## config.mk

```make
export PLATFORM = sky130hd
export DESIGN_NAME = sort_seq_ctrl
export DESIGN_NICKNAME = d
export VERILOG_FILES = /design/src/rtl/sort_seq_ctrl.sv
export SDC_FILE = /design/constraint.sdc
export NUM_CORES = 1
export LEC_CHECK = 0
export ABC_CLOCK_PERIOD_IN_PS = 3100
export CAP_MARGIN = 20
export CORE_UTILIZATION = 50
export CTS_BUF_LIST = sky130_fd_sc_hd__clkbuf_4 sky130_fd_sc_hd__clkbuf_8 sky130_fd_sc_hd__clkbuf_16
export DETAILED_ROUTE_END_ITERATION = 16
export PLACE_DENSITY_LB_ADDON = 0.05
export SYNTH_ARGS = -nofsm -noshare
export SYNTH_HDL_FRONTEND = slang
export SYNTH_SLANG_ARGS = --single-unit
```

## constraint.sdc

```tcl
create_clock -name clk -period 3.1 [get_ports clk]
set_clock_uncertainty 0.1 [all_clocks]
set_input_delay 0.93 -clock clk [delete_from_list [all_inputs] [get_ports clk]]
set_output_delay 0.93 -clock clk [all_outputs]
set_load 0.02 [all_outputs]
```

## src/rtl/sort_seq_ctrl.sv

```systemverilog
// Sequential odd-even transposition sort engine with valid/ready input and output.
// One compare-exchange phase per clock; the result is held until the consumer takes it.
module sort_seq_ctrl #(
    parameter int N  = 8,
    parameter int W  = 4,
    parameter int CW = 8
) (
    input  logic          clk,
    input  logic          rst_n,
    input  logic          in_valid,
    output logic          in_ready,
    input  logic [N*W-1:0] in_data,
    input  logic          descend,
    output logic          out_valid,
    input  logic          out_ready,
    output logic [N*W-1:0] out_data,
    output logic          busy,
    output logic [CW-1:0] sort_count
);

    localparam int PW = (N > 2) ? $clog2(N) : 1;

    typedef enum logic [1:0] {
        IDLE = 2'd0,
        SORT = 2'd1,
        DONE = 2'd2
    } state_t;

    state_t         state;
    logic [PW-1:0]  phase;
    logic           dir;
    logic [W-1:0]   elem    [N];
    logic [W-1:0]   swapped [N];
    logic [N*W-1:0] next_data;

    // Even phases pair (0,1),(2,3)...; odd phases pair (1,2),(3,4)... so pairs never overlap.
    always_comb begin
        for (int i = 0; i < N; i++) begin
            elem[i] = out_data[(N-1-i)*W +: W];
        end
        swapped = elem;
        for (int i = 0; i < N - 1; i++) begin
            if (i[0] == phase[0]) begin
                if (dir ? (elem[i] < elem[i+1]) : (elem[i] > elem[i+1])) begin
                    swapped[i]   = elem[i+1];
                    swapped[i+1] = elem[i];
                end
            end
        end
        next_data = '0;
        for (int i = 0; i < N; i++) begin
            next_data[(N-1-i)*W +: W] = swapped[i];
        end
    end

    always_ff @(posedge clk or negedge rst_n) begin
        if (!rst_n) begin
            state      <= IDLE;
            out_data   <= '0;
            phase      <= '0;
            dir        <= 1'b0;
            sort_count <= '0;
            in_ready   <= 1'b1;
            out_valid  <= 1'b0;
            busy       <= 1'b0;
        end else begin
            case (state)
                IDLE: begin
                    if (in_valid && in_ready) begin
                        out_data <= in_data;
                        dir      <= descend;
                        phase    <= '0;
                        state    <= SORT;
                        in_ready <= 1'b0;
                        busy     <= 1'b1;
                    end
                end
                SORT: begin
                    out_data <= next_data;
                    // N phases always run, so latency never depends on the data.
                    if (phase == PW'(N - 1)) begin
                        phase     <= '0;
                        state     <= DONE;
                        out_valid <= 1'b1;
                    end else begin
                        phase <= phase + 1'b1;
                    end
                end
                DONE: begin
                    if (out_valid && out_ready) begin
                        state      <= IDLE;
                        out_valid  <= 1'b0;
                        in_ready   <= 1'b1;
                        busy       <= 1'b0;
                        sort_count <= sort_count + 1'b1;
                    end
                end
                default: begin
                    state     <= IDLE;
                    phase     <= '0;
                    in_ready  <= 1'b1;
                    out_valid <= 1'b0;
                    busy      <= 1'b0;
                end
            endcase
        end
    end

endmodule

```

==> results.md, run 1 <==
* WP data arrival at 1.51 ns
* Finished Cell Area at 4570 um2
* Setup crit start: out_data[7]
* Final WS setup at 0.558 ns
* CORE AREA at 6830 um2
* Final setup TNS at 0 ns
* Synth Net Count at 441
* Residual DRC at 0
* Status: complete, no violations
* R2r endpoint: out_data[12]
* Routed via count at 3158
* TritonCTS Buffers at 5
* Top cell family by delay on the critical path: buffers and inverters
* Startpoint types: flip-flop
* Actual slew at the worst max-slew pin at 0.575 ns
* CTS tree: yes
* # rows at 30
* Share of the core filled with cells in the final layout at 66.9%
* Clock buffer depth at 2
* Final Critical Period at 2.54 ns
* Hold WS at 0.382 ns
* Synthesized area per cell at 9.58 um2
* Internal at 2.57 mW
* Initial DRC count at 135
* Clock power share at 8.3%
* H-tree depth at 2
* Clock Latency Late Sink at 0.31 ns
* R2r setup slk at 0.69 ns
* Setup Buffers After CTS at 0
* Final layout net count at 517
* Sink Count at 49
* DIE HEIGHT at 86.5 um
* RSZ-0062 raised after global routing: false
* Crit. path cell count at 1
* Max Cap Viol at 0
* #FFs+latches synth at 49
* Commonest cells after routing, fill and taps aside: clkdlybuf4s50_1 (78), dfrtp_1 (48), nand2_1 (35), inv_1 (34), ha_1 (31)
* Commonest non-fill, non-tap cell in the layout: clkdlybuf4s50_1
* PortBufs at 79
* Routed WL at 9.07 mm
* IO Pins at 80
* Fmax achieved at 393 MHz
* Pwr Density at 1080 nW/um2
* Register share of total power at 25.9%
* Post-CTS Hold Buffers at 0
* Highest net fanout along the worst path at 7
* Gate power share at 65.8%
* Worst Reg-to-Reg Cells at 7
* P_leak at 2.02 nW
* Sw Pwr at 2.39 mW
* Post-DRT Antenna Nets at 0
* Final total power at 4.96 mW
* Synth cell types at 56
* # setup viols final at 0
* Pre-antenna DRT Iters at 4
* Worst relative slew slack at 61.7%
* Layout cells sized above 1 at 9.33%
* Fin. max-slew vios at 0
* Bufs and invs on worst path at 1
* ANT cells at 0
* Cell Area, Synth at 3570 um2
* Crit Path Class: reg -> out
* CP endpoint: out_data[7]
* Crit end category: output port
* Die area at 7490 um2
* Gr ovfl total at 0
* Slowest CP cell: clkdlybuf4s50_1
* Routed len/inst at 16.6 um
* Critical Path RT at 2.07 ns
* Post-place setup slack at 0.370 ns
* Root Driver: clkbuf_8
* Die width at 86.5 um
* Largest net degree at the start of global routing at 50
* Final Wtd Congestion at 0.819
* RR Startpoint: out_data[9]
* Worst vdd ir at 0.000548 V
* Layout Cells excl Fill at 546
* Dpl cells at 538
* Clk slew on worst S/H paths at 0.11 ns
* Synthesis Warnings at 0
* Layout area overhead at 28.0%
* Sequential area share after synthesis at 34.3%
* Hold Path Class: reg -> reg
* Final hold violation count at 0
* Placed cell areas at 4480 um2
* Post-DP HPWL at 6.70 mm
* Vias per inst at 5.78
* Sw Ratio at 48.3%
* GRT Resource Usage Total at 25.5%
* Slowest stage delay, CP at 0.67 ns
* Initial core utilization at 52.3%
* Post-synthesis cell count at 373
* Crit-path cells: clkdlybuf4s50_1
* Global-route wire length before repair at 15.1 mm
* Vias in the first global route at 3039
* Period utilization at 82.0%
* Antenna violations before repair at 0
* CTS resizes at 0
-- kinds of logic after synthesis --
group	share of synthesized area, %
mux	13.1
xor+xnor	1.72
simple gates	11.4
flops	34.3
compound gates	22.7
fa+ha+maj	10.9
buf+inv	5.85
-- synthesized netlist by cell type, drive strengths merged --
cell     count  area (um2)
a211oi       8        60.1
a21oi       29         149
a221oi       4        35.0
a22o         2        17.5
a2bb2oi      1        8.76
a311oi       1        8.76
a31o         1        8.76
a31oi        3        33.8
a32o         4        40.0
a32oi        4        35.0
a41oi        4        35.0
and2         6        42.5
and3         1        6.26
and4         2        17.5
buf         11        58.8
clkbuf       5        18.8
dfrtp       48        1200
dfstp        1        26.3
ha          31         388
inv         35         131
mux2         9         109
mux2i       33         359
nand2       36         138
nand2b       3        18.8
nand3        2        10.0
nand4        4        25.0
nor2        17        66.3
nor2b        6        47.5
nor3         5        30.0
o211ai      19         153
o21a         1        7.51
o21ai        9        56.3
o21bai       1        7.51
o221a        4        45.0
o22ai        1        6.26
o31ai       14         105
or3          1        6.26
xnor2        5        43.8
xor2         2        17.5
-- routing by layer --
metal  wire [um]  global-route usage (%)  vias to the layer above
met3         377                    3.14                        9
li1            -                       -                     1541
met5           0                       0                        -
met4          76                    5.00                        0
met2        4320                    43.1                       85
met1        4290                    35.4                     1523
-- sequential cells by signal (all words and copies together), names as in the netlist --
register / cells
in_ready: 1
busy: 1
phase: 3
sort_count: 8
out_data: 32
state: 2
out_valid: 1
dir: 1
-- how the worst min path moves through the flow --
| stage | from | end | slack, ns | cells past startpoint |
|---|---|---|---|---|
| 2_1_floorplan | phase[1] | phase[1] | 0.37 | 1 |
| 3_3_place_gp | sort_count[7] | sort_count[7] | 0.36 | 1 |
| 3_5_place_dp | sort_count[7] | sort_count[7] | 0.38 | 1 |
| 4_1_cts | sort_count[7] | sort_count[7] | 0.40 | 1 |
| 5_1_grt | sort_count[7] | sort_count[7] | 0.40 | 1 |
| 6_report | sort_count[7] | sort_count[7] | 0.38 | 1 |
-- power groups by stage --
stage | registers [mW] | clock network, mW | logic (mW)
global route | 1.33 | 0.439 | 3.60
CTS | 1.28 | 0.417 | 3.26
finish | 1.28 | 0.413 | 3.26
detailed placement | 1.29 | 0 | 3.25
floorplan | 1.37 | 0 | 2.15
global placement | 1.29 | 0 | 3.15
-- cell type report --
cell class              instances  area, um2
fillers                       578       2260
multi-input cells             273       2140
flip-flops and latches         49       1230
repair buffers                 85        856
inverters                      35        131
well taps                      96        120
clock buffers                   5       68.8
clock inverters                 3       26.3
Power figures use the tool's default switching activity.
==> inputs of run 2 (changes only) <==
--- a/config.mk
+++ b/config.mk
@@ -5,7 +5,7 @@
 export SDC_FILE = /design/constraint.sdc
 export NUM_CORES = 1
 export LEC_CHECK = 0
-export ABC_CLOCK_PERIOD_IN_PS = 3100
+export ABC_CLOCK_PERIOD_IN_PS = 2700
 export CAP_MARGIN = 20
 export CORE_UTILIZATION = 50
 export CTS_BUF_LIST = sky130_fd_sc_hd__clkbuf_4 sky130_fd_sc_hd__clkbuf_8 sky130_fd_sc_hd__clkbuf_16
==> constraint.sdc (replaced) <==
create_clock -name clk -period 2.7 [get_ports clk]
set_clock_uncertainty 0.1 [all_clocks]
set_input_delay 0.81 -clock clk [delete_from_list [all_inputs] [get_ports clk]]
set_output_delay 0.81 -clock clk [all_outputs]
set_load 0.02 [all_outputs]
==> results.md, run 2 (synthesis results as in run 1) <==
* Filler instances at 594
* Routed via count at 3147
* Pwr Density at 1240 nW/um2
* Bufs and invs on worst path at 1
* GRT Resource Usage Total at 25.8%
* P_leak at 2.04 nW
* Crit-path cells: clkdlybuf4s50_1
* Met1 Use GR at 34.7%
* Hold Path Class: in -> async
* Final total power at 5.71 mW
* Global route hottest layer: met2
* Die area at 7490 um2
* Max Cap Viol at 0
* Max FFs per register at 32
* Layout area overhead at 28.6%
* Residual DRC at 0
* Gr ovfl total at 0
* Initial DRC count at 92
* Antenna violations before repair at 0
* Sink Count at 49
* Initial core utilization at 52.3%
* Routed WL at 9.13 mm
* R2r setup slk at 0.30 ns
* Crit end category: output port
* Register area at 1230 um2
* Status: complete, no violations
* TritonCTS Buffers at 5
* ANT cells at 0
* CORE AREA at 6830 um2
* # setup viols final at 0
* Routed len/inst at 16.6 um
* Fin. max-slew vios at 0
* Layout cells sized above 1 at 10.3%
* Fmax achieved at 411 MHz
* Clk slew on worst S/H paths at 0.10 ns
* Slowest CP cell: clkdlybuf4s50_1
* Worst vdd ir at 0.000624 V
* WP data arrival at 1.52 ns
* Top cell family by delay on the critical path: buffers and inverters
* Clock Latency Late Sink at 0.31 ns
* Vias per inst at 5.71
* Worst relative slew slack at 70.2%
* Clock buffer depth at 2
* Worst Reg-to-Reg Cells at 7
* Crit. path cell count at 1
* Final setup TNS at 0 ns
* Crit Path Class: reg -> out
* Highest net fanout along the worst path at 7
* # rows at 30
* Post-CTS Hold Buffers at 0
* Vias in the first global route at 3110
* Area of the multi-input gates at 2140 um2
* Pre-antenna DRT Iters at 4
* Post-DRT Antenna Nets at 0
* Regs by FF count: out_data (32), sort_count (8), phase (3)
* Startpoint types: flip-flop
* IO Pins at 80
* Final layout net count at 522
* Final Critical Period at 2.43 ns
* CTS resizes at 0
* Root Driver: clkbuf_8
* Critical Path RT at 1.79 ns
* CTS tree: yes
* Commonest cells after routing, fill and taps aside: clkdlybuf4s50_1 (78), dfrtp_1 (48), nand2_1 (35), inv_1 (34), ha_1 (31)
* DIE HEIGHT at 86.5 um
* Final hold violation count at 0
* Global-route wire length before repair at 15.2 mm
* GR Layer Usage met3 at 3.05%
* Post-DP HPWL at 6.74 mm
* Die width at 86.5 um
* Slowest stage delay, CP at 0.67 ns
* Largest net degree at the start of global routing at 50
* Period utilization at 90.1%
* RSZ-0062 raised after global routing: false
* Actual slew at the worst max-slew pin at 0.438 ns
* Met2 usage in global routing at 44.2%
* PortBufs at 79
* Commonest non-fill, non-tap cell in the layout: clkdlybuf4s50_1
* Top reg by flops: out_data
* Final Wtd Congestion at 0.849
* Setup Buffers After CTS at 0
* H-tree depth at 2
-- run 2: cell count changes in the layout (fill, tap and decap cells not counted), sizes merged --
cell	delta
clkinvlp	-2
buf	+5
clkinv	+3
inv	-1
-- run 2: path summary, 6_finish.rpt --
| kind | from | to |
|---|---|---|
| min in group clk | sort_count[7] | sort_count[7] |
| max reg2reg | out_data[9] | out_data[12] |
| min reg2reg | sort_count[7] | sort_count[7] |
| max | out_data[7] | out_data[7] |
| max in group asynchronous | rst_n | in_ready |
| min | rst_n | out_data[20] |
-- run 2: report_power, final --
part | internal (mW) | total (mW) | switching (mW)
combinational | 1.77 | 3.79 | 2.02
sequential | 1.01 | 1.47 | 0.462
clock | 0.185 | 0.458 | 0.273
total | 2.96 | 5.71 | 2.75
-- run 2: through the flow --
stage          util (%)  instances  cell area [um2]  hold WS [ns]  setup WS, ns
2_1_floorplan         -        373             3570         0.370         0.379
3_5_place_dp       65.9        543             4500         0.377         0.158
3_3_place_gp       65.9        543             4500         0.362         0.187
5_1_grt            67.3        551             4590         0.200         0.147
6_report           67.3        551             4590         0.200         0.267
4_1_cts            67.3        551             4590         0.194         0.270
-- run 2: layout make-up --
cell class                      count  area share (%)
Clock inverter                      3           0.490
Sequential cell                    49            26.7
Timing Repair Buffer               90            19.2
Clock buffer                        5            1.50
Tap cell                           96            2.61
Inverter                           35            2.86
Multi-Input combinational cell    273            46.7
-- run 2: per-layer routing --
layer  share of wire, %  up-vias
met4                1.3        0
met2                 47       84
met5                  0        -
met1                 48     1507
li1                   -     1543
met3                3.6       13
